===== src/rtl/shift_issue_stage.sv =====
// Execute-stage front end for MIPS R-type shifts: decodes into S1, drives an external
// combinational barrel shifter, and registers its result into S2 behind a valid/ready handshake.
module shift_issue_stage #(
  parameter int n = 31
) (
  input  logic         clk,
  input  logic         rst,
  input  logic         in_valid,
  output logic         in_ready,
  input  logic [31:0]  instr,
  input  logic [n:0]   rs_val,
  input  logic [n:0]   rt_val,
  output logic [n:0]   sh_in,
  output logic [4:0]   sh_sl,
  output logic         sh_left_or_right,
  output logic         sh_logic_shift,
  output logic         sh_rotate_shift,
  output logic         sh_ariphmethic_shift,
  input  logic [n:0]   sh_out,
  output logic         out_valid,
  input  logic         out_ready,
  output logic [n:0]   out_data,
  output logic [4:0]   out_rd,
  output logic         out_we,
  output logic         out_illegal
);

  logic        w_legal;
  logic        w_right;
  logic        w_rot;
  logic        w_arith;
  logic [4:0]  w_sl;
  logic        w_s1_adv;
  logic        w_accept;
  logic        w_unused;

  logic        r_s1_valid;
  logic [n:0]  r_s1_rt;
  logic [4:0]  r_s1_sl;
  logic        r_s1_right;
  logic        r_s1_logic;
  logic        r_s1_rot;
  logic        r_s1_arith;
  logic [4:0]  r_s1_rd;
  logic        r_s1_we;
  logic        r_s1_illegal;

  logic        r_s2_valid;
  logic [n:0]  r_s2_data;
  logic [4:0]  r_s2_rd;
  logic        r_s2_we;
  logic        r_s2_illegal;

  // Fields the decoder never looks at; only the low five bits of rs act as a shift amount.
  assign w_unused = ^{rs_val[n:5], instr[25:22], instr[20:16]};

  always_comb begin
    w_legal = 1'b0;
    w_right = 1'b0;
    w_rot   = 1'b0;
    w_arith = 1'b0;
    w_sl    = 5'd0;
    if (instr[31:26] == 6'd0) begin
      case (instr[5:0])
        6'b000000: begin w_legal = 1'b1; w_sl = instr[10:6]; end
        6'b000010: begin w_legal = 1'b1; w_right = 1'b1; w_rot = instr[21]; w_sl = instr[10:6]; end
        6'b000011: begin w_legal = 1'b1; w_right = 1'b1; w_arith = 1'b1; w_sl = instr[10:6]; end
        6'b000100: begin w_legal = 1'b1; w_sl = rs_val[4:0]; end
        6'b000110: begin w_legal = 1'b1; w_right = 1'b1; w_rot = instr[6]; w_sl = rs_val[4:0]; end
        6'b000111: begin w_legal = 1'b1; w_right = 1'b1; w_arith = 1'b1; w_sl = rs_val[4:0]; end
        default:   w_legal = 1'b0;
      endcase
    end
  end

  assign w_s1_adv = !r_s2_valid || out_ready;
  assign in_ready = !r_s1_valid || w_s1_adv;
  assign w_accept = in_valid && in_ready;

  // S1: decoded op; cleared when it drains so the kind bits read all-zero while empty
  always_ff @(posedge clk) begin
    if (rst || (!w_accept && w_s1_adv)) begin
      r_s1_valid   <= 1'b0;
      r_s1_rt      <= '0;
      r_s1_sl      <= 5'd0;
      r_s1_right   <= 1'b0;
      r_s1_logic   <= 1'b0;
      r_s1_rot     <= 1'b0;
      r_s1_arith   <= 1'b0;
      r_s1_rd      <= 5'd0;
      r_s1_we      <= 1'b0;
      r_s1_illegal <= 1'b0;
    end else if (w_accept) begin
      r_s1_valid   <= 1'b1;
      r_s1_rt      <= rt_val;
      r_s1_sl      <= w_sl;
      r_s1_right   <= w_right;
      r_s1_logic   <= !w_rot && !w_arith;
      r_s1_rot     <= w_rot;
      r_s1_arith   <= w_arith;
      r_s1_rd      <= instr[15:11];
      r_s1_we      <= w_legal && (instr[15:11] != 5'd0);
      r_s1_illegal <= !w_legal;
    end
  end

  assign sh_in                = r_s1_rt;
  assign sh_sl                = r_s1_sl;
  assign sh_left_or_right     = r_s1_right;
  assign sh_logic_shift       = r_s1_logic;
  assign sh_rotate_shift      = r_s1_rot;
  assign sh_ariphmethic_shift = r_s1_arith;

  // S2: captured shifter result, held while writeback stalls
  always_ff @(posedge clk) begin
    if (rst) begin
      r_s2_valid   <= 1'b0;
      r_s2_data    <= '0;
      r_s2_rd      <= 5'd0;
      r_s2_we      <= 1'b0;
      r_s2_illegal <= 1'b0;
    end else if (r_s1_valid && w_s1_adv) begin
      r_s2_valid   <= 1'b1;
      r_s2_data    <= sh_out;
      r_s2_rd      <= r_s1_rd;
      r_s2_we      <= r_s1_we;
      r_s2_illegal <= r_s1_illegal;
    end else if (out_ready) begin
      r_s2_valid   <= 1'b0;
    end
  end

  assign out_valid   = r_s2_valid;
  assign out_data    = r_s2_data;
  assign out_rd      = r_s2_rd;
  assign out_we      = r_s2_we;
  assign out_illegal = r_s2_illegal;

endmodule

===== config.mk =====
export PLATFORM = sky130hd
export DESIGN_NAME = shift_issue_stage
export DESIGN_NICKNAME = d
export VERILOG_FILES = /design/src/rtl/shift_issue_stage.sv
export SDC_FILE = /design/constraint.sdc
export NUM_CORES = 1
export LEC_CHECK = 0
export BUFFER_PORTS_ARGS = -buffer_cell sky130_fd_sc_hd__buf_2
export CAP_MARGIN = 20
export CORE_AREA = 2 2 102 104
export DETAILED_ROUTE_END_ITERATION = 16
export DIE_AREA = 0 0 104 106
export GPL_ROUTABILITY_DRIVEN = 0
export MAX_ROUTING_LAYER = met4
export REMOVE_ABC_BUFFERS = 1
export SLEW_MARGIN = 20
export SYNTH_ARGS = -nofsm -noshare
export SYNTH_HDL_FRONTEND = slang
export SYNTH_SLANG_ARGS = --single-unit

===== constraint.sdc =====
create_clock -name clk -period 3.2 [get_ports clk]
set_input_delay 0.96 -clock clk [delete_from_list [all_inputs] [get_ports clk]]
set_output_delay 0.96 -clock clk [all_outputs]
set_load 0.005 [all_outputs]

Word-level counts from Yosys, hierarchy flattened
Index checks and enable logic that the tools add are counted.

cells by class
  equality and inequality tests = 5
  muxes and demuxes = 12
  reduce and logical (&&, ||, !) cells = 23

operator list
  kind                number
  $eq 6x3->1 const B  3
  $eq 6x2->1 const B  2
  $logic_not 6->1     2
  $pmux 5 s2          1
  $mux 1              9
  $logic_not 1->1     6
  $reduce_or 3->1     2
  $reduce_or 6->1     1
  $logic_and 1x1->1   5
  $mux 5              1
  $reduce_bool 5->1   1
  $reduce_or 4->1     1
  $logic_or 1x1->1    3
  $pmux 1 s2          1
  $reduce_bool 2->1   1
  $reduce_or 2->1     1

storage, ports and cells
  register bits after elaboration = 89
  input bits = 132
  output and inout port bits = 82
  word-level logic and storage cells = 55

Depth between registers and ports, before layout
Gate-level depths: netlist (run 1).

  depth in word-level cells = 7
  gate-level depth with buffers = 7
  mapped depth without buffers = 5

Worst setup path before layout (run 1)
Ideal clock, no wire load.

  kind = input to register
  start = in instr[27]
  end = reg r_s1_sl[0] (netlist: sh_sl[0])
  data arrival time = 2.544 ns
  data required time = 3.130 ns
  path slack = 0.586 ns
  cell stages on the path = 4
  cell sequence = or4_4 > or4_4 > or4_4 > o2bb2ai_1

between the ends
  cells in the longest elaborated chain, start to end = 2

RTL lines
  element               RTL line  text
  from (decl)           10        input logic [31:0] instr,
  $logic_not 6->1       63        if (instr[31:26] == 6'd0) begin
  $mux 5                63
  to (signal assigned)  96        r_s1_sl <= w_sl;
  to (decl)             39        logic [4:0] r_s1_sl;

No other way between the ends.
A chain may end at the register's enable or synchronous reset.

Final worst setup path (run 1)
  start = in out_ready
  end = out in_ready

between the ends
  cells in the longest elaborated chain, start to end = 2

RTL lines
  element           RTL line  text
  from (decl)       21        input logic out_ready,
  $logic_or 1x1->1  76        assign w_s1_adv = !r_s2_valid || out_ready;
  $logic_or 1x1->1  77        assign in_ready = !r_s1_valid || w_s1_adv;
  to (decl)         9         output logic in_ready,

No other way between the ends.

==> results of run 1 <==
[metrics by stage]
stage | setup WS, ps | utilization, % | instances | power, W | hold slack [ps]
after floorplan | 12.2 | - | 370 | 0.00128 | 426
after detailed placement | 377 | 42.0 | 690 | 0.00143 | 444
final | 696 | 44.3 | 706 | 0.00227 | 452
after CTS | 682 | 44.3 | 706 | 0.00230 | 456
after global placement | 400 | 42.0 | 690 | 0.00142 | 439
after global routing | 603 | 44.3 | 706 | 0.00238 | 474
[final cells by class]
type                       count  area [sq um]  area share, %
clock buffer                  10           138           3.11
clock inverter                 6          90.1           2.03
inverter                       1          3.75         0.0847
multi-input combinational    280          1310           29.5
sequential                    89          1780           40.2
tap                          136           170           3.84
timing repair buffer         184           938           21.2
[report_power, final]
group          switching [W]  total, W  internal (W)
sequential         0.0000184   0.00117       0.00115
combinational       0.000126  0.000231      0.000105
clock               0.000406  0.000870      0.000464
[cell families (layout without fill, tap and decap cells)]
kind of cell           Yosys count  after routing  synth area share, %
muxes                            6              6                 1.89
and+or+nand+nor                185            185                 23.9
buffers and inverters           28            201                 3.30
DFF                             89             89                 56.0
AOI/OAI and AO/OA               89             89                 15.0
[final timing paths]
check | endpoint | slack, ps | cells after the start
hold / removal | sh_in[22]$_SDFFE_PP0P_ | 450 | 2
setup reg to reg | sh_sl[2]$_SDFFE_PP0P_ | 1510 | 6
hold reg to reg | sh_in[22]$_SDFFE_PP0P_ | 450 | 2
setup / recovery | in_ready | 700 | 4
[cell usage after synthesis (2+ instances only)]
library cell    n  area (sq um)
a21oi_1        79           395
o21bai_1        2          15.0
mux2i_1         6          60.1
or4_4           3          33.8
nand2b_1        3          18.8
o2bb2ai_1       6          52.6
nand2_1       158           593
or4_1           2          15.0
buf_1           4          15.0
and2_1          2          12.5
nor2_1          9          33.8
dfxtp_1        89          1780
clkbuf_1       23          86.3
[state kept, by name, indices dropped and copies added, names as in the netlist]
signal,flops
out_illegal,1
r_s1_valid,1
r_s1_rd,5
r_s1_we,1
sh_in,32
sh_ariphmethic_shift,1
sh_rotate_shift,1
sh_logic_shift,1
sh_sl,5
r_s1_illegal,1
out_valid,1
sh_left_or_right,1
out_we,1
out_data,32
out_rd,5
[per-layer routing]
layer	track usage, %	share of wire, %	up-vias
met4	6.95	1.7	0
met5	-	0	-
li1	-	-	1633
met2	26.5	44	140
met3	5.03	8.9	10
met1	19.3	45	1430
[worst register-to-register path, stage by stage (launching register included)]
cell	delay, ps
dfxtp_1	340
and3b_1	220
inv_1	90
nand2_1	50
buf_4	190
or4_4	570
o2bb2ai_1	160
[cells in the final DEF (no fill, tap or decap), drive strengths merged, types with 2 or more instances in the layout]
| cell | synthesis | final |
|---|---|---|
| bufinv | 0 | 2 |
| nand2b | 3 | 3 |
| o2bb2ai | 6 | 6 |
| a21oi | 79 | 79 |
| inv | 1 | 2 |
| buf | 4 | 184 |
| or4 | 5 | 5 |
| clkbuf | 23 | 10 |
| and2 | 2 | 2 |
| nand2 | 158 | 158 |
| clkinv | 0 | 2 |
| dfxtp | 89 | 89 |
| o21bai | 2 | 2 |
| mux2i | 6 | 6 |
| nor2 | 9 | 9 |
==> run summary, run 1 <==
Outcome = finished, final reports clean
Drt pass-1 iters = 7
Crit path top cell by count = buf_2
# setup viols final = 0
Critical path launch point type = input port
Initial Utilization = 31.8%
Nets@finish = 697
Resized cells post-CTS = 0
Post-Syn Area per Cell = 8.02 sq um
Cell Rows = 37
GRT Util Overall = 16.5%
Crit-path leading delay family = buffers and inverters
# DRC = 0
Clk sink count = 89
Synth Instances = 397
Post-synth EDFFs = 0
Diodes inserted = 0
Post-layout instance area = 4430 sq um
Worst EP required = 2240 ps
Post-synthesis sequential area ratio = 56.0%
Power Density = 512 nW/um^2
Max Root-Sink Buffers = 2
Initial DRC Count = 117
Post-layout min period = 2500 ps
Yosys cell types = 24
Max_slew headroom = 57.8%
Critical path class = in2out
First-pass GRT wire length = 14200 um
Worst hold path class = reg2reg
Grt ovf = 0
Final Hold Fails = 0
Post CTS Setup Buffer Count = 0
Peak supply drop = 242 uV
Dpl hpwl = 6330 um
Initial antenna violation count = 0
I/O pins = 214
Crit share post-route = 78.3%
Post-DP Area = 4200 sq um
Chip height = 106 um
Max Fanout on Critical Path = 4
Max incr delay on CP = 270 ps
Max-slew violations = 0
Drt via density = 4.55
Fill count = 1037
Layout area overhead = 39.2%
Input/output buffers = 177
Ys flop type = dfxtp_1
Crit-path slowest cell = and3b_1
TritonCTS Buffers = 9
ANT nets after route = 0
Synth warn = 0
Buf+Inv Stages, Crit Path = 3
Core box area = 10000 sq um
Die Area = 11000 sq um
Hold buffers post-CTS = 0
Die W = 104 um
Critical path cell sequence = buf_2 -> and3b_1 -> inv_1 -> buf_2
Vias = 3213
Largest net degree at the start of global routing = 42
Worst setup path start = out_ready
Number of synthesized register bits = 89
Fmax = 399 MHz
Total Wirelength = 8750 um
Crit. End Element = output pin
Share of cells above drive strength 1 = 36.0%
CTS tree = yes
Worst-Skew Late Latency = 360 ps
Max-cap violations = 0
P_leak = 2.06 nW
Synth async-reset ratio = 0%
Setup TNS = 0 ps
Clock-pin slew on the worst setup and hold paths = 80 ps
CTS H-Tree Depth = 3
Number of global-route vias before repair = 3043
Post-Syn Area = 3180 sq um
Clock root buffer = clkbuf_8
Critical path arrival = 1540 ps
Clock Skew = 9.10 ps
RR Startpoint = out_valid$_SDFFE_PP0P_
Worst Max-Slew Pin Slew = 631 ps
RSZ-0062 raised after global routing = no
Per-cell routed wire length = 12.4 um
Hold Startpoint = sh_in[22]$_SDFFE_PP0P_
No activity file was read; power rests on OpenSTA's default activity.
==> run 2: changes to the inputs <==
clock period = 2.4 ns   (was 3.2 ns; I/O delays follow)
==> run 2 against run 1 <==
Compared with the run above: critical path depth rose by 1; utilization rose by 0.66 points; die area did not move; setup slack got worse by 510 ps; largest cell class unchanged; highest routed layer unchanged.
==> run summary, run 2 (synthesis results as in run 1) <==
Power Density = 718 nW/um^2 (+40%)
Commonest non-fill, non-tap cells in the layout = buf_2, nand2_1, dfxtp_1
Drt via density = 4.50 (-1.1%)
Share of cells above drive strength 1 = 36.2% (+0.22 points)
Final Hold Fails = 0 (unchanged)
ANT nets after route = 0 (unchanged)
Worst Max-Slew Pin Slew = 467 ps (-164 ps)
Critical path launch point type = input port
Vias = 3192 (-0.65%)
Hold buffers post-CTS = 0 (unchanged)
Crit. End Element = flop
Initial Utilization = 31.8% (unchanged)
Post-layout min period = 2220 ps
CTS tree = yes
Fill count = 1044 (+0.68%)
Clock Skew = 5.50 ps (-3.61 ps)
Clock-pin slew on the worst setup and hold paths = 80 ps (about the same)
First-pass GRT wire length = 14300 um (+1.0%)
Resized cells post-CTS = 0 (unchanged)
Peak supply drop = 285 uV (+18%)
Largest net degree at the start of global routing = 42 (unchanged)
Die Area = 11000 sq um (unchanged)
Per-cell routed wire length = 12.4 um (+0.12%)
Critical path class = in2reg
Drt pass-1 iters = 4 (-3)
Input/output buffers = 177 (unchanged)
Max Fanout on Critical Path = 5 (+1)
Number of global-route vias before repair = 3058 (+0.49%)
Max-cap violations = 0 (unchanged)
Max_slew headroom = 68.8% (+11 points)
# setup viols final = 0 (unchanged)
TritonCTS Buffers = 9 (unchanged)
Worst hold path class = reg2reg
Total Wirelength = 8800 um (+0.55%)
I/O pins = 214 (unchanged)
Worst EP required = 2680 ps (+440 ps)
Post-layout instance area = 4500 sq um (+1.5%)
Clock root buffer = clkbuf_8
Initial antenna violation count = 1 (+1)
Chip height = 106 um (unchanged)
Final WS setup = 184 ps (-512 ps)
Layout area overhead = 41.2%
Initial DRC Count = 100 (-15%)
Post-DP Area = 4220 sq um (+0.36%)
Most common cell after layout, fill and taps aside = buf_2
Outcome = finished, final reports clean
Crit share post-route = 92.3%
Worst-Skew Late Latency = 340 ps (-20 ps)
Cell Rows = 37 (unchanged)
Post CTS Setup Buffer Count = 0 (unchanged)
Fmax = 451 MHz
Multi-input logic area = 1310 sq um (unchanged)
Max Root-Sink Buffers = 2 (unchanged)
# DRC = 0 (unchanged)
Critical path arrival = 2500 ps (+960 ps)
RSZ-0062 raised after global routing = no
Dpl ws = -177 ps (-555 ps)
Die W = 104 um (unchanged)
Dpl hpwl = 6590 um (+4.2%)
CTS H-Tree Depth = 3 (unchanged)
Clk sink count = 89 (unchanged)
Nets@finish = 699 (+0.29%)
Storage element area = 1780 sq um (unchanged)
P_leak = 2.10 nW (+1.8%)
Max-slew violations = 0 (unchanged)
GRT Util Overall = 16.6% (+0.12 points)
Grt ovf = 0 (unchanged)
Core box area = 10000 sq um (unchanged)
[run 2: worst max-delay path, stage by stage]
cell	delay [ps]
buf_2	90
or4_4	520
or4_4	460
or4_4	540
o2bb2ai_1	160
[run 2: final cells by class]
class                   instances  share of cell area [%]
diodes                          1                  0.0557
clock buffers                  11                    3.37
clock inverters                 5                    2.78
inverters                       1                  0.0835
multi-input cells             280                    29.1
flip-flops and latches         89                    39.6
well taps                     136                    3.79
repair buffers                186                    21.2
[run 2: stage by stage]
step	hold WS, ps	power [W]	cells	utilization (%)	setup TNS [ps]
global route	466	0.00339	709	45.0	0
finish	453	0.00323	709	45.0	0
global placement	438	0.00190	692	42.2	-813
detailed placement	444	0.00190	692	42.2	-971
floorplan	426	0.00171	370	-	-8000
CTS	456	0.00328	708	44.9	0
[run 2: power by group]
part / switching (W) / internal [W] / total (W)
registers: 0.0000250 / 0.00153 / 0.00155
logic: 0.000168 / 0.000142 / 0.000310
clock network: 0.000513 / 0.000852 / 0.00137
[run 2: path summary, 6_finish.rpt]
kind	start	endpoint	slack, ps	cells after the start
max	instr[27]	sh_sl[2]$_SDFFE_PP0P_	180	5
min	sh_in[16]$_SDFFE_PP0P_	sh_in[16]$_SDFFE_PP0P_	450	2
max reg2reg	out_valid$_SDFFE_PP0P_	sh_sl[2]$_SDFFE_PP0P_	850	5
min reg2reg	sh_in[16]$_SDFFE_PP0P_	sh_in[16]$_SDFFE_PP0P_	450	2
[run 2: metal layers]
layer  track usage (%)  vias up  share of wire, %
li1                  -     1642                 -
met3              4.97       11               8.5
met2              27.1      148                46
met1              19.3     1391                44
met5                 -        -                 0
met4              6.66        0               1.4
==> run 3: changes to the inputs <==
ABC_AREA = 1   (was not set)
CORE_AREA = 2 2 106 108   (was 2 2 102 104)
DIE_AREA = 0 0 108 110   (was 0 0 104 106)
==> run 3 against run 2 <==
Compared with the run above: hold slack better by 10 ps; flip-flop and latch count is the same; fmax up 19%; first-iteration DRC count up 62%; critical path depth decreased by 1; setup slack improved by 360 ps; synthesized area up 9.0%; utilization shrank 1.8 points; clock skew increased by 4.8 ps; count of clock-buffer cells in the layout did not move; synthesized cell count rose by 9.1%; register-to-register slack got worse by 30 ps; largest cell class unchanged.
==> run summary, run 3 <==
Outcome = finished, final reports clean
Layout area overhead = 32.9%
Share of cells above drive strength 1 = 40.8% (+4.6 points)
Number of synthesized register bits = 89 (unchanged)
Max_slew headroom = 57.8% (-11 points)
Chip height = 110 um (+3.8%)
Critical path launch point type = input port
Hold Startpoint = r_s1_illegal$_SDFFE_PP0P_
Worst EP required = 1680 ps (-1000 ps)
Dpl hpwl = 6330 um (-3.9%)
Synth async-reset ratio = 0% (unchanged)
Die W = 108 um (+3.8%)
Critical path arrival = 1140 ps (-1360 ps)
Die Area = 11900 sq um (+7.8%)
Commonest cells in the netlist = nand2_1, dfxtp_1, a21oi_1
Nets@finish = 733 (+4.9%)
Clk network pwr share = 35.1% (-7.2 points)
Crit share post-route = 77.4% (-15 points)
TritonCTS Buffers = 9 (unchanged)
Most common cell after layout, fill and taps aside = buf_2
Grt ovf = 0 (unchanged)
Max incr delay on CP = 140 ps (-400 ps)
RSZ-0062 raised after global routing = no
Fin Hold WS = 463 ps (+10.2 ps)
Max-cap violations = 0 (unchanged)
Crit-path slowest cell = buf_2
Placed Cells = 730 (+5.5%)
Gate power share = 11.5% (+1.9 points)
Cell Rows = 38 (+2.7%)
Clk sink count = 89 (unchanged)
I/O pins = 214 (unchanged)
Yosys cell types = 20 (-17%)
Peak supply drop = 254 uV (-11%)
Buf+Inv Stages, Crit Path = 3 (+2)
Worst R2R Path Depth = 6 (+1)
Final Hold Fails = 0 (unchanged)
Number of global-route vias before repair = 3018 (-1.3%)
Sequential share of power = 53.4% (+5.3 points)
Clock-pin slew on the worst setup and hold paths = 90 ps (about the same)
Most area-consuming cells after synthesis = dfxtp_1, nand2_1, a21oi_2
Total Wirelength = 9030 um (+2.6%)
Power Density = 631 nW/um^2 (-12%)
Max Root-Sink Buffers = 2 (unchanged)
Max-slew violations = 0 (unchanged)
Crit-path leading delay family = buffers and inverters
Per-cell routed wire length = 12.1 um (-2.4%)
CTS tree = yes
Hold path cells = 2 (unchanged)
Post-Syn Area per Cell = 8.02 sq um (about the same)
Worst hold path class = reg2reg
Drt via density = 4.51 (+0.24%)
Ys flop type = dfxtp_1
Largest net degree at the start of global routing = 43 (+2.4%)
Post-synthesis sequential area ratio = 51.3% (-4.6 points)
Resized cells post-CTS = 0 (unchanged)
Setup TNS = 0 ps (unchanged)
Input/output buffers = 177 (unchanged)
Post-Syn Area = 3470 sq um (+9.0%)
Max Fanout on Critical Path = 2 (-3)
Area leader, netlist = dfxtp_1
Switching Share = 25.1% (+3.3 points)
Fmax = 538 MHz (+19%)
Commonest non-fill, non-tap cells in the layout = buf_2, nand2_1, dfxtp_1
Initial DRC Count = 162 (+62%)
Diodes inserted = 0 (-1)
Fill count = 1074 (+2.9%)
Internal = 0.00218 W (-14%)
R2R Path End = sh_in[8]$_SDFFE_PP0P_
Vias = 3362 (+5.3%)
Worst Max-Slew Pin Slew = 631 ps (+164 ps)
P_leak = 2.09 nW (-0.60%)
Worst-Skew Late Latency = 350 ps (about the same)
Drt pass-1 iters = 4 (unchanged)
# setup viols final = 0 (unchanged)
Clock Skew = 10.3 ps (+4.76 ps)
Synth warn = 0 (unchanged)
Core box area = 10700 sq um (+7.0%)
Net Sw Power = 0.000731 W (+3.5%)
Critical path cell sequence = buf_2 -> inv_1 -> nand3_2 -> buf_2
# DRC = 0 (unchanged)
Finished Layout Cells = 745 (+5.1%)
Synth Instances = 433 (+9.1%)
First-pass GRT wire length = 13900 um (-2.9%)
Crit path top cell by count = buf_2
Clock root buffer = clkbuf_8
Storage element area = 1780 sq um (unchanged)
Most numerous cell in the Yosys netlist = nand2_1
Critical path class = in2out
CTS H-Tree Depth = 3 (unchanged)
Multi-input logic area = 1470 sq um (+12%)
Crit. End Element = output pin
GRT Util Overall = 15.3% (-1.3 points)
Initial antenna violation count = 0 (-1)
RR Startpoint = r_s1_valid$_SDFFE_PP0P_
Initial Utilization = 32.4% (+0.61 points)
Synth top area share = 51.3% (-4.6 points)
Post-layout min period = 1860 ps (-358 ps)
ANT nets after route = 0 (unchanged)
Post CTS Setup Buffer Count = 0 (unchanged)
R2r setup slk = 820 ps (-30 ps)
Post-synth EDFFs = 0 (unchanged)
Hold Path End = out_illegal$_SDFFE_PP0P_
Hold buffers post-CTS = 0 (unchanged)
run 3: changes by cell type in the layout (fill, tap and decap cells not counted), moves of 4 or more:
cell	previous run	this run
a21oi_1	79	47
a21oi_2	0	40
buf_4	9	5
inv_1	1	10
mux2i_1	6	0
nand2_1	158	176
nand3_1	1	10
nor2_1	9	14
o21ai_0	0	8
o2bb2ai_1	6	0
run 3: how the worst max path moves through the flow:
stage                    from                      to  depth (start not counted)
global route        out_ready                in_ready                          4
detailed placement  out_ready   sh_in[4]$_SDFFE_PP0P_                          8
CTS                 out_ready                in_ready                          4
floorplan           out_ready   sh_sl[0]$_SDFFE_PP0P_                          6
global placement    out_ready  sh_in[29]$_SDFFE_PP0P_                          8
finish              out_ready                in_ready                          4
run 3: cell families (layout without fill, tap and decap cells):
| group | Yosys count | count (layout) | synth area share [%] |
|---|---|---|---|
| compound gates | 96 | 96 | 18.5 |
| buf+inv | 39 | 211 | 6.34 |
| flops | 89 | 89 | 51.3 |
| simple gates | 209 | 209 | 23.8 |
run 3: layer usage:
layer  part of all wire, %  up-vias  global-route usage [%]
met2                    44      139                    24.9
met3                   9.3       12                    4.12
met4                   1.5        0                    6.59
met1                    45     1495                    18.0
li1                      -     1716                       -
met5                     0        -                       -
run 3: worst register-to-register path: stages (launching register included):
cell	delay [ps]
dfxtp_1	340
nand3_2	110
nand2_4	170
inv_2	270
buf_4	360
nand2_1	140
a21oi_2	130
run 3: power groups by stage:
| stage | Sequential, W | Combinational (W) | Clock (W) |
|---|---|---|---|
| after floorplan | 0.00159 | 0.000145 | 0 |
| after global placement | 0.00159 | 0.000334 | 0 |
| after detailed placement | 0.00159 | 0.000337 | 0 |
| after CTS | 0.00155 | 0.000339 | 0.00106 |
| after global routing | 0.00156 | 0.000376 | 0.00111 |
| final | 0.00155 | 0.000334 | 0.00102 |
run 3: cell type report:
| cell class | count | area share, % |
|---|---|---|
| Multi-Input combinational cell | 305 | 31.8 |
| Timing Repair Buffer | 183 | 20.5 |
| Clock inverter | 4 | 1.17 |
| Sequential cell | 89 | 38.6 |
| Inverter | 13 | 1.06 |
| Clock buffer | 11 | 3.06 |
| Tap cell | 140 | 3.80 |
run 3: per-stage QoR:
stage	cell area [sq um]	utilization (%)	total power [W]	worst slack, ps
after floorplan	3300	-	0.00174	213
after global placement	4420	41.3	0.00192	362
after detailed placement	4420	41.3	0.00193	312
after CTS	4610	43.1	0.00296	538
after global routing	4610	43.1	0.00305	517
final	4610	43.1	0.00291	542
